File: config.mk
export PLATFORM = sky130hd
export DESIGN_NAME = interval_timer_bank
export DESIGN_NICKNAME = d
export VERILOG_FILES = /design/src/rtl/interval_timer_bank.sv
export SDC_FILE = /design/constraint.sdc
export NUM_CORES = 1
export LEC_CHECK = 0
export ABC_AREA = 1
export BUFFER_PORTS_ARGS = -buffer_cell sky130_fd_sc_hd__clkbuf_2
export CELL_PAD_IN_SITES_DETAIL_PLACEMENT = 1
export CELL_PAD_IN_SITES_GLOBAL_PLACEMENT = 1
export CORE_MARGIN = 8
export CORE_UTILIZATION = 45
export DETAILED_ROUTE_END_ITERATION = 8
export HOLD_SLACK_MARGIN = 0.08
export PLACE_DENSITY = 0.86
export SLEW_MARGIN = 25
export SYNTH_ARGS = -nofsm -noshare
export SYNTH_HDL_FRONTEND = slang
export SYNTH_SLANG_ARGS = --single-unit
File: constraint.sdc
create_clock -name i_clk -period 1.96 [get_ports i_clk]
set_input_delay 0.294 -clock i_clk [delete_from_list [all_inputs] [get_ports i_clk]]
set_output_delay 0.294 -clock i_clk [all_outputs]
set_load 0.03 [all_outputs]
File: src/rtl/interval_timer_bank.sv
`default_nettype none
// ============================================================================
// Module      : interval_timer_bank
// Description : Bank of NUM_CH independent programmable interval timers.
//               Each channel holds a period P loaded at run time. While
//               armed and enabled, a channel counts 0..P and, on the
//               terminal count, raises a done pulse that is stretched to
//               PULSE_W cycles. In one-shot mode the channel then disarms.
//               In auto-reload mode it keeps running.
//
// Ports       : i_clk        - single clock, rising-edge active
//               i_reset      - synchronous active-high clear of every channel
//               i_load       - per-channel strobe: capture i_load_value, arm
//               i_load_value - period value shared by all channels
//               i_enable     - per-channel count enable (low freezes count)
//               i_periodic   - per-channel mode, 1 = auto-reload, 0 = one-shot
//               o_done       - registered terminal-count pulse, PULSE_W wide
//               o_busy       - registered, high while channel is armed
//               o_any_done   - OR of all o_done bits
//
// Revision    : 1.0 - initial release
// ============================================================================
module interval_timer_bank #(
   parameter int NUM_CH  = 4,
   parameter int CNT_W   = 24,
   parameter int PULSE_W = 1
) (
   input  logic              i_clk,
   input  logic              i_reset,
   input  logic [NUM_CH-1:0] i_load,
   input  logic [CNT_W-1:0]  i_load_value,
   input  logic [NUM_CH-1:0] i_enable,
   input  logic [NUM_CH-1:0] i_periodic,
   output logic [NUM_CH-1:0] o_done,
   output logic [NUM_CH-1:0] o_busy,
   output logic              o_any_done
);

   // Stretch counter must hold the value PULSE_W itself.
   localparam int SW = $clog2(PULSE_W + 1);
   localparam logic [SW-1:0] c_STRETCH_LOAD = SW'(PULSE_W);
   localparam logic [SW-1:0] c_STRETCH_ONE  = SW'(1);
   localparam logic [CNT_W-1:0] c_CNT_ONE   = CNT_W'(1);

   typedef enum logic [0:0] {
      ST_IDLE = 1'b0,
      ST_RUN  = 1'b1
   } state_t;

   generate
      for (genvar g = 0; g < NUM_CH; g++) begin : g_ch
         state_t           r_state;
         state_t           w_state_nxt;
         logic [CNT_W-1:0] r_period;
         logic [CNT_W-1:0] w_period_nxt;
         logic [CNT_W-1:0] r_count;
         logic [CNT_W-1:0] w_count_nxt;
         logic [SW-1:0]    r_stretch;
         logic [SW-1:0]    w_stretch_nxt;
         logic             r_done;
         logic             r_busy;
         logic             w_terminal;

         // Terminal count: armed, enabled and the counter has reached P.
         assign w_terminal = (r_state == ST_RUN) && i_enable[g] &&
                             (r_count == r_period);

         // ---------------------------------------------------------------
         // State / datapath registers. done and busy are registered from
         // the next-state values so they line up with the stretch counter
         // and the armed state without extra latency.
         // ---------------------------------------------------------------
         always_ff @(posedge i_clk) begin
            if (i_reset) begin
               r_state   <= ST_IDLE;
               r_period  <= '0;
               r_count   <= '0;
               r_stretch <= '0;
               r_done    <= 1'b0;
               r_busy    <= 1'b0;
            end else begin
               r_state   <= w_state_nxt;
               r_period  <= w_period_nxt;
               r_count   <= w_count_nxt;
               r_stretch <= w_stretch_nxt;
               r_done    <= (w_stretch_nxt != '0);
               r_busy    <= (w_state_nxt == ST_RUN);
            end
         end

         // ---------------------------------------------------------------
         // Next-state logic. The stretch counter runs down regardless of
         // state or enable; a load overrides any coincident terminal count
         // (no new pulse) but leaves an active stretch untouched.
         // ---------------------------------------------------------------
         always_comb begin
            w_state_nxt   = r_state;
            w_period_nxt  = r_period;
            w_count_nxt   = r_count;
            w_stretch_nxt = (r_stretch != '0) ? (r_stretch - c_STRETCH_ONE)
                                              : '0;

            if (i_load[g]) begin
               w_period_nxt = i_load_value;
               w_count_nxt  = '0;
               w_state_nxt  = ST_RUN;
            end else if (w_terminal) begin
               // Re-trigger while stretching simply restarts the stretch,
               // so back-to-back events merge into one long pulse.
               w_count_nxt   = '0;
               w_stretch_nxt = c_STRETCH_LOAD;
               if (!i_periodic[g]) begin
                  w_state_nxt = ST_IDLE;
               end
            end else if ((r_state == ST_RUN) && i_enable[g]) begin
               w_count_nxt = r_count + c_CNT_ONE;
            end
         end

         assign o_done[g] = r_done;
         assign o_busy[g] = r_busy;
      end
   endgenerate

   assign o_any_done = |o_done;

endmodule
`default_nettype wire

==> flow_metrics.tcl <==
set metrics [dict create \
    hold_slack_ns 0.1774 \
    path_cells "or4_1 > clkbuf_2" \
    crit_type "reg2out" \
    grt_start_max_net_pins 51 \
    yosysWarnings 0 \
    drv_cap 0 \
    status "finished, final reports clean" \
    timing.final.ws_setup_ns 0.08307 \
    post-route-period-util 0.9576 \
    overflow 0 \
    nFillCells 3074 \
    cp_slowest_cell "or4_1" \
    cts.path.max_buffers 2 \
    cts.sinks 200 \
    period_needed_ns 1.877 \
    clockRootBuffer "clkbuf_16" \
    grt_use_total 0.2400 \
    core_area_mm2 0.02257 \
    intPower_mw 6.474 \
    initial_core_util 0.4570 \
    drc 0 \
    dpl.hpwl_um 24750 \
    synthAdderAreaFrac 0.004852 \
    start_kind "flop" \
    r2r_cells 8 \
    dp.cells 1872 \
    synth_common_cells "nand2_1, inv_1, dfxtp_1" \
    synth_simple_gate_area_frac 0.3291 \
    nNetsFinal 1649 \
    finalWirelength_um 33690 \
    syn_avg_cell_area_um2 6.646 \
    async_flop_share 0 \
    fin_skew_ns 0.01496 \
    ys_ff_latch 200 \
    cp_num_buf_inv 1 \
    pwr-share-seq 0.493 \
    drt_first_iter_violations 586 \
    synth_mux_area_frac 0 \
    cts_hold_buffers 0 \
    gp_congestion 0.8961 \
    synthCells 1552 \
    finalSetupTns_ns 0 \
    synth_top_area_cell "dfxtp_1" \
    final_util 0.5131 \
    crit_fanout 2 \
    netSwitchingPower_mw 2.236 \
    ios 47 \
    dpl-instance-area_mm2 0.01099 \
    power_leakage_nw 4.786 \
    antenna_cells 0 \
    synth.top_cell.area_share 0.3882 \
    synth.distinct_cells 39 \
    antenna_found_initial 0 \
    numCtsBuffers 17 \
    h-tree-depth 4 \
    power_density_mw_per_mm2 752.1 \
    cp_data_required_time_ns 1.67 \
    synthMostInstantiatedCell "nand2_1" \
    synth_compound_area_frac 0.1171 \
    fmax_mhz 532.8 \
    clk_pin_slew_ns 0.07 \
    endpoint_kind "primary output" \
    critPathMaxStageDelay_ns 0.55 \
    hold_path_depth 2 \
    hold_viol_final 0 \
    syn_area_mm2 0.01031 \
    ys_seq_area_frac 0.3882 \
    power.total_mw 8.710 \
    via_per_inst 5.341 \
    slew_headroom 0.6467 \
    place_worst_setup_slack_ns 0.1693 \
    ant_nets 0 \
    area_delta_synth_final_pct 12.28 \
    crit_family "simple AND/OR/NAND/NOR gates" \
    drive_above_1_share 0.1070 \
    ys.flop_type "dfxtp_1" \
    synth_fp_nets 1594 \
    comb_power_share 0.094 \
    synth_xor_area_frac 0.05264 \
    cts_tree "built" \
    worstMarginPinSlew_ns 0.5267 \
    clk_latency_ns 0.45 \
    crit_arrival_ns 1.58 \
    drt-wirelength-per-cell_um 17.71 \
    drv_slew 0 \
    die_x_um 167.4 \
    irDropWorstVdd_mv 0.4822 \
    num_rows 55 \
    layout.cells.non_filler 1902 \
    io_buffers 46 \
    first_pass_iters 5 \
    final_area_mm2 0.01158 \
    crit_cells 2 \
    grt_first_pass_wirelength_um 54140 \
    power_frac_clock 0.412 \
    die_area_mm2 0.02802 \
    synth_area_leaders "dfxtp_1, nand2_1, inv_1" \
    num_vias 10160 \
    finalSetupViolCount 0 \
    grt_pass1_vias 10420 \
    power_switching_share 0.2567 \
    synth_edf_count 0 \
    hp-class "in2reg" \
    synth_top_family_by_area "simple AND/OR/NAND/NOR gates" \
    chipHeight_um 167.4 \
]
repair_timing:
action                                  CTS  global route
hold endpoints to repair                  0             0
buffers inserted                          0             1
endpoints found under the setup margin    0            20
gates resized for setup                   0             5
final timing paths:
check / to / slack (ns) / start
max: o_any_done / 0.08 / g_ch[1].r_done$_SDFF_PP0_
min: g_ch[3].r_done$_SDFF_PP0_ / 0.18 / i_load[3]
max reg2reg: g_ch[2].r_count[16]$_SDFFE_PP0P_ / 0.14 / g_ch[2].r_count[0]$_SDFFE_PP0P_
min reg2reg: g_ch[1].r_period[21]$_SDFFE_PP0P_ / 0.47 / g_ch[1].r_period[21]$_SDFFE_PP0P_
logic make-up after synthesis:
logic type / after synthesis
adders and majority gates: 4
buffers and inverters: 278
DFF: 200
AOI/OAI and AO/OA: 239
and+or+nand+nor: 769
xor gates and xnor gates: 62
metal layers:
metal,up-vias,GRT usage,part of all wire
met5,-,0,0
met4,0,0.07725,0.023
met3,53,0.03809,0.040
met2,172,0.4201,0.49
met1,4956,0.2963,0.45
li1,4977,-,-
layout make-up:
cell class,instances,area (um^2),share of cell area
clock buffers,21,440.4,0.03803
well taps,285,356.6,0.03079
multi-input cells,1074,5211,0.4500
inverters,230,865.8,0.07476
flip-flops and latches,200,4005,0.3458
repair buffers,84,578.1,0.04991
clock inverters,8,123.9,0.01070
state kept, by name, summed over array words and instances, names as in the netlist:
| register | count |
|---|---|
| g_ch.r_busy | 4 |
| g_ch.r_count | 96 |
| g_ch.r_done | 4 |
| g_ch.r_period | 96 |
cells in the final DEF (no fill, tap or decap), drive strengths merged, types with 7 or more instances in the layout:
cell type and n:
buf 38, xnor2 18, dfxtp 200, o21ai 118
nand4 28, nor2 202, xor2 44, a21oi 116
nand2 403, nor3 61, nand3 52, or2 7
clkbuf 67, inv 228
power by group through the flow:
stage                     logic, mW  clock network [mW]  registers, mW
final                         0.823                3.59           4.30
after global placement        0.785                   0           4.38
after CTS                     0.822                3.65           4.30
after floorplan               0.529                   0           4.36
after global routing          0.922                3.77           4.31
after detailed placement      0.812                   0           4.39
(Power assumes the default switching activity.)
